--- config.mk ---
export PLATFORM = sky130hd
export DESIGN_NAME = ahb_gpio_ports
export DESIGN_NICKNAME = d
export VERILOG_FILES = /design/src/rtl/ahb_gpio_ports.sv
export SDC_FILE = /design/constraint.sdc
export NUM_CORES = 1
export LEC_CHECK = 0
export CORE_ASPECT_RATIO = 0.6
export CORE_UTILIZATION = 41
export CTS_BUF_LIST = sky130_fd_sc_hd__clkbuf_16
export CTS_CLUSTER_DIAMETER = 100
export CTS_CLUSTER_SIZE = 16
export DETAILED_ROUTE_END_ITERATION = 16
export HOLD_SLACK_MARGIN = 0.03
export PLACE_DENSITY = 0.74
export SETUP_SLACK_MARGIN = 0.5
export SYNTH_ARGS = -nofsm -noshare
export SYNTH_HDL_FRONTEND = slang
export SYNTH_SLANG_ARGS = --single-unit
export TNS_END_PERCENT = 100
--- constraint.sdc ---
create_clock -name HCLK -period 3.5 [get_ports HCLK]
set_clock_uncertainty 0.05 [all_clocks]
set_input_delay 0.7 -clock HCLK [delete_from_list [all_inputs] [get_ports HCLK]]
set_output_delay 0.7 -clock HCLK [all_outputs]
set_load 0.01 [all_outputs]
--- src/rtl/ahb_gpio_ports.sv ---
// Multi-port AHB-Lite GPIO slave: direction, atomic set/clear/toggle outputs,
// synchronised inputs with sticky rising-edge interrupt flags and a two-cycle ERROR response.
module ahb_gpio_ports #(
    parameter int unsigned NUM_PORTS   = 4,
    parameter int unsigned PORT_WIDTH  = 16,
    parameter logic [31:0] START_ADDR  = 32'h0000_0000,
    parameter int unsigned SYNC_STAGES = 2
) (
    input  logic                            HCLK,
    input  logic                            HRESET,
    input  logic [31:0]                     haddr,
    input  logic [31:0]                     hwdata,
    input  logic                            hwrite,
    input  logic                            hsel,
    input  logic [1:0]                      htrans,
    input  logic [2:0]                      hsize,
    output logic [31:0]                     hrdata,
    output logic                            hready,
    output logic                            hresp,
    input  logic [NUM_PORTS*PORT_WIDTH-1:0] gpio_in,
    output logic [NUM_PORTS*PORT_WIDTH-1:0] gpio_out,
    output logic [NUM_PORTS*PORT_WIDTH-1:0] gpio_oe,
    output logic                            irq
);

    localparam int unsigned PIW  = (NUM_PORTS > 1) ? $clog2(NUM_PORTS) : 1;
    localparam int unsigned GW   = NUM_PORTS * PORT_WIDTH;
    localparam logic [31:0] SPAN = 32'(NUM_PORTS * 32);

    localparam logic [2:0] REG_IN   = 3'd0;
    localparam logic [2:0] REG_OUT  = 3'd1;
    localparam logic [2:0] REG_DIR  = 3'd2;
    localparam logic [2:0] REG_SET  = 3'd3;
    localparam logic [2:0] REG_CLR  = 3'd4;
    localparam logic [2:0] REG_TGL  = 3'd5;
    localparam logic [2:0] REG_IEN  = 3'd6;
    localparam logic [2:0] REG_STAT = 3'd7;

    typedef enum logic [1:0] {
        ST_IDLE = 2'd0,
        ST_ERR1 = 2'd1,
        ST_ERR2 = 2'd2
    } state_t;

    state_t state_q, state_next_c;

    // Address-phase decode
    logic [31:0]    rel_addr_c;
    logic [PIW-1:0] port_c;
    logic [2:0]     reg_c;
    logic           accept_c;
    logic           err_c;

    assign rel_addr_c = haddr - START_ADDR;
    assign reg_c      = rel_addr_c[4:2];
    assign accept_c   = hsel & htrans[1] & hready;
    assign err_c      = (rel_addr_c >= SPAN) | (hsize != 3'b010) | (haddr[1:0] != 2'b00)
                      | (hwrite & (reg_c == REG_IN));

    generate
        if (NUM_PORTS > 1) begin : g_port_field
            assign port_c = rel_addr_c[5 +: PIW];
        end else begin : g_single_port
            assign port_c = '0;
        end
    endgenerate

    // Data-phase control captured at the end of the address phase
    logic           dp_valid;
    logic           dp_write;
    logic           dp_err;
    logic [PIW-1:0] dp_port;
    logic [2:0]     dp_reg;

    always_ff @(posedge HCLK) begin
        if (HRESET) begin
            dp_valid <= 1'b0;
            dp_write <= 1'b0;
            dp_err   <= 1'b0;
            dp_port  <= '0;
            dp_reg   <= '0;
        end else begin
            dp_valid <= accept_c;
            if (accept_c) begin
                dp_write <= hwrite;
                dp_err   <= err_c;
                dp_port  <= port_c;
                dp_reg   <= reg_c;
            end
        end
    end

    logic                  commit_c;
    logic                  rd_c;
    logic [PORT_WIDTH-1:0] wdata_c;
    logic [NUM_PORTS-1:0]  port_hit_c;
    logic                  unused_c;

    assign commit_c = dp_valid & dp_write & ~dp_err;
    assign rd_c     = dp_valid & ~dp_write & ~dp_err;
    assign wdata_c  = hwdata[PORT_WIDTH-1:0];
    assign unused_c = ^{hwdata, 1'b0};

    always_comb begin
        port_hit_c = '0;
        for (int p = 0; p < NUM_PORTS; p++) begin
            port_hit_c[p] = commit_c && (dp_port == PIW'(p));
        end
    end

    // Input synchroniser and edge detector over the whole pin bus
    logic [SYNC_STAGES-1:0][GW-1:0] sync_q;
    logic [GW-1:0]                  prev_q;
    logic [GW-1:0]                  sync_in_c;
    logic [GW-1:0]                  rise_c;

    assign sync_in_c = sync_q[SYNC_STAGES-1];
    assign rise_c    = sync_in_c & ~prev_q;

    always_ff @(posedge HCLK) begin
        if (HRESET) begin
            sync_q <= '0;
            prev_q <= '0;
        end else begin
            sync_q <= {sync_q[SYNC_STAGES-2:0], gpio_in};
            prev_q <= sync_in_c;
        end
    end

    // Per-port registers
    logic [PORT_WIDTH-1:0] out_q  [NUM_PORTS];
    logic [PORT_WIDTH-1:0] dir_q  [NUM_PORTS];
    logic [PORT_WIDTH-1:0] ien_q  [NUM_PORTS];
    logic [PORT_WIDTH-1:0] stat_q [NUM_PORTS];

    always_ff @(posedge HCLK) begin
        if (HRESET) begin
            for (int p = 0; p < NUM_PORTS; p++) begin
                out_q[p]  <= '0;
                dir_q[p]  <= '0;
                ien_q[p]  <= '0;
                stat_q[p] <= '0;
            end
        end else begin
            for (int p = 0; p < NUM_PORTS; p++) begin
                if (port_hit_c[p]) begin
                    case (dp_reg)
                        REG_OUT: out_q[p] <= wdata_c;
                        REG_SET: out_q[p] <= out_q[p] | wdata_c;
                        REG_CLR: out_q[p] <= out_q[p] & ~wdata_c;
                        REG_TGL: out_q[p] <= out_q[p] ^ wdata_c;
                        REG_DIR: dir_q[p] <= wdata_c;
                        REG_IEN: ien_q[p] <= wdata_c;
                        default: ;
                    endcase
                end
                // A new edge overrides a simultaneous write-1-to-clear
                stat_q[p] <= (stat_q[p] & ~((port_hit_c[p] && (dp_reg == REG_STAT)) ? wdata_c : '0))
                           | rise_c[p*PORT_WIDTH +: PORT_WIDTH];
            end
        end
    end

    logic irq_any_c;

    always_comb begin
        irq_any_c = 1'b0;
        for (int p = 0; p < NUM_PORTS; p++) begin
            irq_any_c = irq_any_c | (|(stat_q[p] & ien_q[p]));
        end
    end

    always_ff @(posedge HCLK) begin
        if (HRESET) begin
            irq <= 1'b0;
        end else begin
            irq <= irq_any_c;
        end
    end

    logic [PORT_WIDTH-1:0] in_c [NUM_PORTS];

    generate
        for (genvar g = 0; g < NUM_PORTS; g++) begin : g_pins
            assign gpio_out[g*PORT_WIDTH +: PORT_WIDTH] = out_q[g];
            assign gpio_oe[g*PORT_WIDTH +: PORT_WIDTH]  = dir_q[g];
            assign in_c[g] = sync_in_c[g*PORT_WIDTH +: PORT_WIDTH];
        end
    endgenerate

    // Read mux; zero outside a legal read data phase
    always_comb begin
        hrdata = 32'h0;
        if (rd_c) begin
            case (dp_reg)
                REG_IN:   hrdata = 32'(in_c[dp_port]);
                REG_OUT:  hrdata = 32'(out_q[dp_port]);
                REG_DIR:  hrdata = 32'(dir_q[dp_port]);
                REG_IEN:  hrdata = 32'(ien_q[dp_port]);
                REG_STAT: hrdata = 32'(stat_q[dp_port]);
                default:  hrdata = 32'h0;
            endcase
        end
    end

    // Response state machine
    always_ff @(posedge HCLK) begin
        if (HRESET) begin
            state_q <= ST_IDLE;
        end else begin
            state_q <= state_next_c;
        end
    end

    always_comb begin
        state_next_c = state_q;
        case (state_q)
            ST_IDLE: if (accept_c && err_c) state_next_c = ST_ERR1;
            ST_ERR1: state_next_c = ST_ERR2;
            ST_ERR2: state_next_c = (accept_c && err_c) ? ST_ERR1 : ST_IDLE;
            default: state_next_c = ST_IDLE;
        endcase
    end

    always_comb begin
        hready = 1'b1;
        hresp  = 1'b0;
        case (state_q)
            ST_ERR1: begin
                hready = 1'b0;
                hresp  = 1'b1;
            end
            ST_ERR2: begin
                hready = 1'b1;
                hresp  = 1'b1;
            end
            default: ;
        endcase
    end

endmodule

==> results of run 1 <==
-- power groups by stage --
stage | registers [W] | clock network (W) | logic [W]
2_1_floorplan | 0.00603 | 0 | 0.000640
3_3_place_gp | 0.00610 | 0 | 0.00119
3_5_place_dp | 0.00611 | 0 | 0.00121
4_1_cts | 0.00599 | 0.00378 | 0.00130
5_1_grt | 0.00601 | 0.00397 | 0.00141
6_report | 0.00600 | 0.00373 | 0.00134
-- through the flow --
stage	setup WS, ns	hold slack, ns
after CTS	0.0761	0.391
after detailed placement	0.146	0.374
after global routing	0.0120	0.409
final	0.0519	0.388
after global placement	0.160	0.381
after floorplan	0.845	0.364
-- worst max-delay path by stage --
stage	cells past startpoint	end	slack, ns	start
2_1_floorplan	6	ien_q[0][0]	0.84	dp_reg[1]
3_3_place_gp	6	hrdata[14]	0.16	flop
3_5_place_dp	6	hrdata[14]	0.15	flop
4_1_cts	7	hrdata[3]	0.08	flop
5_1_grt	7	hrdata[3]	0.01	flop
6_report	8	hrdata[4]	0.05	flop
-- cell type report --
type / instances / share of cell area
antenna: 3 / 0.000277
clock buffer: 35 / 0.0323
clock inverter: 17 / 0.00333
inverter: 87 / 0.0121
multi-input combinational: 1303 / 0.368
sequential: 461 / 0.412
tap: 703 / 0.0325
timing repair buffer: 388 / 0.139
-- per-layer routing --
metal / vias up / routed length [µm] / GRT usage
met5: - / 126 / 0.0159
met4: 4 / 2450 / 0.0830
met3: 187 / 9700 / 0.0914
met2: 1157 / 34300 / 0.433
met1: 8767 / 30500 / 0.370
li1: 7623 / - / -
-- logic make-up after synthesis --
logic type / count (synthesis) / synth area share
buf+inv: 247 / 0.0482
other cells: 1 / 0.000171
fa+ha+maj: 132 / 0.0753
mux: 100 / 0.0922
flops: 461 / 0.509
compound gates: 331 / 0.101
simple gates: 724 / 0.174
-- cells in the final DEF (no fill, tap or decap), types with 16 or more instances in the layout --
cell type and count:
edfxtp_1 192, o211ai_1 58, o21ai_0 29, clkbuf_16 35
nor2b_1 258, ha_1 132, a21oi_1 82, a22oi_1 31
nor2_1 86, conb_1 16, nand2_1 183, a31oi_1 32
mux4_2 80, nor3_1 135, clkinv_1 16, buf_4 99
inv_1 84, buf_2 16, clkdlybuf4s50_1 249, dfxtp_1 267
a22o_1 23
-- what timing repair did --
action	in CTS	in global routing
buffers inserted	20	11
resized for setup	115	6
cloned	5	0
pin swaps	31	22
endpoints found under the setup margin	16	16
==> impl_results.md, run 1 <==
- Data arrival time of the critical path: 2.70 ns
- Final hold vios: 0
- CTS H-Tree Depth: 2
- Gr usage total: 0.279
- Deepest clock path buffer count: 3
- Skew-Pair Late Insertion Delay: 0.57 ns
- Max incr delay on CP: 0.57 ns
- Synth unique cells: 58
- Core area: 52700 µm²
- Ys async rst share: 0
- Switch share: 0.255
- Fmax: 290 MHz
- Chip Width: 301 µm
- Antenna-violating nets left: 0
- Non-Filler Instances: 2997
- Syn avg cell area: 11.0 µm²
- Via density: 5.92
- Period utilization: 0.985
- Placement-stage cell area: 25500 µm²
- Crit-path max FO: 6
- Reg2Reg Setup Slack: 0.60 ns
- Max-slew violations: 0
- Reg2Reg Depth: 4
- Initial Util: 0.416
- Hold path depth: 1
- Synth area leader: edfxtp_1
- Overall power: 0.0111 W
- Fill count: 4597
- CTS clk-pin slew, worst paths: 0.07 ns
- Synthesized area: 21900 µm²
- Comb power frac: 0.121
- Wire length per cell: 25.7 µm
- Clock power frac: 0.337
- Critical R2R Launch: dp_port[0]
- CTS tree: yes
- P per Cell Area: 409 nW/µm²
- Tmin final: 3.45 ns
- Routed WL: 77100 µm
- Peak supply drop: 0.000291 V
- Synth cell count leaders: dfxtp_1, nor2b_1, edfxtp_1
- First-pass GRT wire length: 113000 µm
- Final instance area: 27100 µm²
- Vias in the first global route: 17500
- Sequential cell area: 11200 µm²
- Chip Height: 181 µm
- CTS Root Cell: clkbuf_16
- Tightest Pin Transition: 1.23 ns
- Run status: finished clean
- TNS Setup: 0 ns
- Post-synth EDFFs: 192
- DR DRC count: 0
- Count leader, synth: dfxtp_1
- Worst endpoint required time: 2.75 ns
- Share of cells above drive strength 1: 0.144
- CP Buf/Inv Count: 4
- Yosys warns: 0
- Crit-path cells: buf_6 > buf_16 > buf_12 > mux4_2 > a22o_1 > a22oi_2 > a21oi_1 > buf_2
- Vias: 17700
- RSZ-0062 raised after global routing: yes
- Fin nets: 2544
- Dpl hpwl: 56300 µm
- Hold path startpoint: sync_q[17]
- Drt first pass iters: 6
- Register share of total power: 0.542
- Placed Cells incl. Taps: 2906
- Initial antenna violation count: 3
- Family with the most delay on the worst path: buffers and inverters
- Final design utilization: 0.514
- Leak pwr: 9.94 nW
- Clock sink count: 461
- CP max-delay cell: mux4_2
- Worst Hold Class: reg2reg
- Worst setup SP type: flop
- Hold_buf cts: 0
- Critical Path Sink Type: output port
- Syn Inst Count: 1996
- Primary FF master, synth: dfxtp_1
- Rel. slew slack: 0.174
- Synth Register Bits: 461
- Crit Reg-Reg Endpoint: out_q[0][9]
- Final setup vio count: 0
- PortBufs: 266
- Remaining Overflow, GRT: 0
- P_int: 0.00825 W
- Num rows: 65
- Max-cap check violation count: 0
- GP Congestion: 1.03
- Starting DRT DRC Count: 2495
- CTS Buf Count: 34
- Synth top area cells: edfxtp_1, dfxtp_1, mux4_2
- Seq/Total Area, Yosys: 0.509
- Footprint of the multi-input gates: 9980 µm²
- Area Overhead vs Synth: 23.5%
- Share of the synthesized area in the top cell type: 0.263
- Largest net degree at the start of global routing: 265
- CP Class: reg2out
- WHS Endpoint: sync_in_c[17]
- Die footprint: 54400 µm²
- Net Switching: 0.00283 W
- I/O pin cnt: 300
Note: power is estimated with default switching activity, not from simulation.
==> run 2: changes to the inputs <==
- CORE_MARGIN: unset -> 4
==> impl_results.md, run 2 (synthesis gave the netlist of run 1 again) <==
- I/O pin cnt: 300 (unchanged)
- Most common cell after layout, fill and taps aside: dfxtp_1
- Antenna-violating nets left: 0 (unchanged)
- Gr usage total: 0.267 (-0.0125)
- CP Class: reg2out
- Rel. slew slack: 0.231 (+0.0569)
- Chip Height: 187 µm (+3.3%)
- Dpl hpwl: 58000 µm (+3.2%)
- Skew-Pair Late Insertion Delay: 0.55 ns (-0.02 ns)
- GP Congestion: 0.989 (-4.0%)
- CTS tree: yes
- CTS clk-pin slew, worst paths: 0.07 ns (about the same)
- Hold path startpoint: sync_q[60]
- Chip Width: 307 µm (+2.0%)
- Crit Reg-Reg Endpoint: out_q[2][12]
- Drt first pass iters: 6 (unchanged)
- Wire length per cell: 26.2 µm (+2.0%)
- Max incr delay on CP: 0.56 ns (about the same)
- Leak pwr: 9.99 nW (+0.43%)
- CTS H-Tree Depth: 2 (unchanged)
- First-pass GRT wire length: 116000 µm (+2.2%)
- Share of cells above drive strength 1: 0.147 (+0.00349)
- Run status: finished clean
- Hold_buf cts: 0 (unchanged)
- Final setup vio count: 0 (unchanged)
- Tmin final: 3.46 ns (+0.0140 ns)
- TNS Setup: 0 ns (unchanged)
- CTS Root Cell: clkbuf_16
- Fmax: 289 MHz (-0.41%)
- Reg2Reg Setup Slack: 0.67 ns (+0.07 ns)
- Met3 wire len: 10800 µm (+11%)
- WHS Endpoint: sync_in_c[60]
- Fin nets: 2546 (+0.079%)
- Via density: 5.93 (+0.25%)
- Starting DRT DRC Count: 2337 (-6.3%)
- Met2 Wirelength: 34700 µm (+1.1%)
- Vias: 17800 (+0.21%)
- PortBufs: 266 (unchanged)
- Reg2Reg Depth: 5 (+1)
- Worst endpoint required time: 2.75 ns (about the same)
- CP max-delay cell: mux4_2
- CTS Buf Count: 34 (unchanged)
- Num rows: 65 (unchanged)
- RSZ-0062 raised after global routing: yes
- Final hold vios: 0 (unchanged)
- Clock sink count: 461 (unchanged)
- Initial Util: 0.416 (unchanged)
- DR DRC count: 0 (unchanged)
- Deepest clock path buffer count: 3 (unchanged)
- Max-slew violations: 0 (unchanged)
- Sequential cell area: 11200 µm² (about the same)
- Area Overhead vs Synth: 24.3%
- Max-cap check violation count: 0 (unchanged)
- Tightest Pin Transition: 1.15 ns (-0.0807 ns)
- Core area: 52700 µm² (unchanged)
- Initial antenna violation count: 1 (-2)
- Top layer in use: met5
- Data arrival time of the critical path: 2.71 ns (about the same)
- Worst setup SP type: flop
- Worst Hold Class: reg2reg
- Critical Path Sink Type: output port
- Crit-path cells: buf_16 > buf_12 > buf_16 > mux4_2 > a22o_1 > a22oi_2 > a21oi_4 > buf_2
- Die footprint: 57400 µm² (+5.4%)
- Hold path depth: 1 (unchanged)
- Peak supply drop: 0.000253 V (-13%)
- Met1 wire length: 30900 µm (+1.5%)
- Footprint of the multi-input gates: 10000 µm² (+0.24%)
- Period utilization: 0.989 (+0.00401)
- Fill count: 4599 (+0.044%)
- Largest net degree at the start of global routing: 268 (+1.1%)
- P per Cell Area: 407 nW/µm² (-0.52%)
- Top cell by count, worst path: buf_16
- Vias in the first global route: 17700 (+1.1%)
- Remaining Overflow, GRT: 0 (unchanged)
- Routed WL: 78600 µm (+2.0%)
- Commonest non-fill, non-tap cells in the layout: dfxtp_1, nor2b_1, clkdlybuf4s50_1
- Crit-path max FO: 8 (+2)
- Hold Slack: 0.388 ns (+0.000215 ns)
- Critical R2R Launch: dp_reg[2]
==> run 2: cell count changes in the layout (fill, tap and decap cells not counted), moves of 2 or more <==
cell and delta:
a21oi_1 -4, buf_16 +3, buf_6 +3, mux2_2 -3, dfxtp_2 +2, buf_4 -11
clkinv_8 -2, mux2_4 +3, a21oi_2 +3, buf_12 +6, dfxtp_1 -2
==> run 2: where the power goes <==
group | switching (W) | total (W) | internal (W)
sequential | 0.000220 | 0.00601 | 0.00580
combinational | 0.000700 | 0.00135 | 0.000651
clock | 0.00191 | 0.00372 | 0.00180
total | 0.00283 | 0.0111 | 0.00825
==> run 2: routing by layer <==
metal	vias to the layer above	track usage
met5	-	0.0183
met4	2	0.0593
met3	177	0.0942
met2	1139	0.409
met1	8829	0.364
li1	7629	-
==> run 2: layout make-up <==
class | count | share of cell area
antenna | 2 | 0.000184
clock buffer | 35 | 0.0321
clock inverter | 15 | 0.00230
inverter | 87 | 0.0120
multi-input combinational | 1303 | 0.367
sequential | 461 | 0.410
tap | 703 | 0.0323
timing repair buffer | 390 | 0.145
==> run 2: metrics by stage <==
step,setup slack [ns],util,cell area [µm²],std cells,total power (W)
5_1_grt,0.0181,0.517,27200,2994,0.0114
3_3_place_gp,0.210,0.485,25600,2910,0.00730
4_1_cts,0.0747,0.515,27200,2992,0.0111
2_1_floorplan,0.845,-,22000,2011,0.00667
6_report,0.0379,0.517,27200,2996,0.0111
3_5_place_dp,0.208,0.485,25600,2910,0.00733
==> run 2: critical path, delay by kind of cell, from the launching register on <==
kind                   cells  cell delay, ns
multiplexers               1            0.56
buffers and inverters      4            0.58
flip-flops                 1            0.44
AO/OA/AOI/OAI              3            0.58
==> run 2: repair_timing <==
item,in CTS,in global routing
pin swaps,35,25
gates resized for setup,123,18
buffers inserted,25,2
cloned,7,0
endpoints found under the setup margin,32,71
==> run 2: worst max path at each step <==
| stage | cells after the start | endpoint | startpoint | slack (ns) |
|---|---|---|---|---|
| after floorplan | 6 | ien_q[0][0] | dp_reg[1] | 0.84 |
| after global placement | 7 | hrdata[13] | flop | 0.21 |
| after detailed placement | 7 | hrdata[13] | flop | 0.21 |
| after CTS | 8 | hrdata[2] | flop | 0.07 |
| after global routing | 8 | hrdata[3] | flop | 0.02 |
| final | 8 | hrdata[12] | flop | 0.04 |
==> variant, RTL diff (flow settings as in run 2) <==
The output `irq` loses its register stage (`irq` becomes a continuous assignment).
--- a/src/rtl/ahb_gpio_ports.sv
+++ b/src/rtl/ahb_gpio_ports.sv
@@ -170,13 +170,7 @@
         end
     end
 
-    always_ff @(posedge HCLK) begin
-        if (HRESET) begin
-            irq <= 1'b0;
-        end else begin
-            irq <= irq_any_c;
-        end
-    end
+    assign irq = irq_any_c;
 
     logic [PORT_WIDTH-1:0] in_c [NUM_PORTS];
 
Behaviour: not the same (a bounded check fails within 4 cycles, from zero or initial values and one cycle with HRESET high).
==> variant against run 2 <==
- maximum frequency grew 0.91%
- setup slack improved by 0.031 ns
- hold slack improved by 0.0012 ns
- area after synthesis shrank 0.37%
- die area down 0.35%
- routed wire length shrank 4.7%
- non-clock buffer count decreased by 16
- design area shrank 0.94%
- final cell count down 0.77%
- count of clock-buffer cells in the layout stayed put
- first-iteration DRC count decreased by 0.64%
- total power about the same
- sequential cell count decreased by 1
==> variant: results (changes against run 2) <==
[timing] tightest slew margin relative to the limit 0.163 [was 0.231]
[synthesis] part of the Yosys area used for sequential elements 0.509 [about the same]
[cells_and_area] NumNets Final 2525 [was 2546]
[synthesis] library cells used by synthesis 56 [was 58]
[synthesis] mean cell area of the mapped netlist 11.0 um2 [about the same]
[place] cell area after placement 25400 um2 [was 25600 um2]
[detailed_routing] detailed router's first-iteration violation count 2322 [was 2337]
[run_status] outcome complete, no violations [unchanged]
[detailed_routing] detailed-routing iteration count for the pre-antenna-repair pass 8 [was 6]
[timing] worst hold margin 0.389 ns [was 0.388 ns]
[power] Leak 9.85 nW [was 9.99 nW]
[synthesis] cells taking the most area after synthesis sky130_fd_sc_hd__edfxtp_1 26%, sky130_fd_sc_hd__dfxtp_1 25%, sky130_fd_sc_hd__mux4_2 8.2% [unchanged]
[cells_and_area] n_diodes 0 [was 2]
[synthesis] cell types with the highest counts after synthesis 268 x sky130_fd_sc_hd__dfxtp_1, 259 x sky130_fd_sc_hd__nor2b_1, 192 x sky130_fd_sc_hd__edfxtp_1 [was 269 x sky130_fd_sc_hd__dfxtp_1, 258 x sky130_fd_sc_hd__nor2b_1, 192 x sky130_fd_sc_hd__edfxtp_1]
[hold_path] start point of the worst min-delay path sync_q[3] [was sync_q[60]]
[cells_and_area] count of placed standard cells in the final layout, fillers left out 2973 [was 2996]
[critical_path] signal arrival time at the worst endpoint 2.68 ns [was 2.71 ns]
[power] IR Drop Worst-Case VDD 0.334 mV [was 0.253 mV]
[cells_and_area] fillers 4568 [was 4599]
[critical_path] worst flop-to-flop path startpoint dp_port[1] [was dp_reg[2]]
[global_route] global-route wire length before repair 110 mm [was 116 mm]
[critical_path] worst-path fanout max 7 [was 8]
[place] last weighted congestion value of the routability-driven placer 0.979 [was 0.989]
[place] cell count after placement 2892 [was 2910]
[detailed_routing] total routed wirelength 74.9 mm [was 78.6 mm]
[detailed_routing] ratio of routed vias to standard cells 5.87 [was 5.93]
[global_route] maximum number of pins on one net before global-route repair 267 [was 268]
[critical_path] slowest cell delay on critical path 0.48 ns [was 0.56 ns]
[variant: what timing repair did]
item | CTS | global route
setup endpoints to repair | 17 | 25
setup buffers | 16 | 10
pin swaps | 31 | 22
resized for setup | 120 | 8
cloned | 5 | 0
[variant: critical path: cells and delay by family (launching register included)]
family                 cells  cell delay [ns]
AOI/OAI and AO/OA          3             0.60
buffers and inverters      4             0.60
DFF                        1             0.45
muxes                      1             0.48
[variant: through the flow]
stage,setup slack (ns),utilization
after floorplan,0.906,-
after global placement,0.211,0.483
after detailed placement,0.238,0.483
after CTS,0.0311,0.511
after global routing,0.0265,0.513
final,0.0689,0.513
[variant: cells by family (layout without fill, tap and decap cells)]
family / count (synthesis) / after routing / synth area share
other: 1 / 16 / 0.000172
multiplexers: 101 / 101 / 0.0930
adder cells (fa/ha/maj): 132 / 132 / 0.0756
flip-flops: 460 / 460 / 0.509
AO/OA/AOI/OAI: 345 / 345 / 0.104
buffers and inverters: 247 / 511 / 0.0479
AND/OR/NAND/NOR: 705 / 705 / 0.170
[variant: layer usage]
layer,vias up,global-route usage,share of wire
li1,7569,-,-
met1,8625,0.348,0.40
met2,1107,0.381,0.44
met3,152,0.0912,0.14
met4,4,0.0632,0.026
met5,-,0,0.00031
[variant: final cells by class]
cell class / count / share of cell area
Inverter: 87 / 0.0121
Sequential cell: 460 / 0.413
Multi-Input combinational cell: 1299 / 0.369
Clock inverter: 15 / 0.00399
Timing Repair Buffer: 374 / 0.138
Tap cell: 703 / 0.0326
Clock buffer: 35 / 0.0324
[variant: final timing paths]
kind / end / cells past startpoint
worst max-delay path: hrdata[10] / 8
worst min-delay path: sync_in_c[3] / 1
worst max register to register: out_q[2][7] / 6
worst min register to register: sync_in_c[3] / 1
[variant: power groups by stage]
stage	Clock, mW	Combinational [mW]	Sequential [mW]
after detailed placement	0	1.19	6.09
after floorplan	0	0.637	6.01
after global routing	4.05	1.38	6.00
after global placement	0	1.16	6.08
after CTS	3.83	1.27	5.97
final	3.79	1.30	5.98
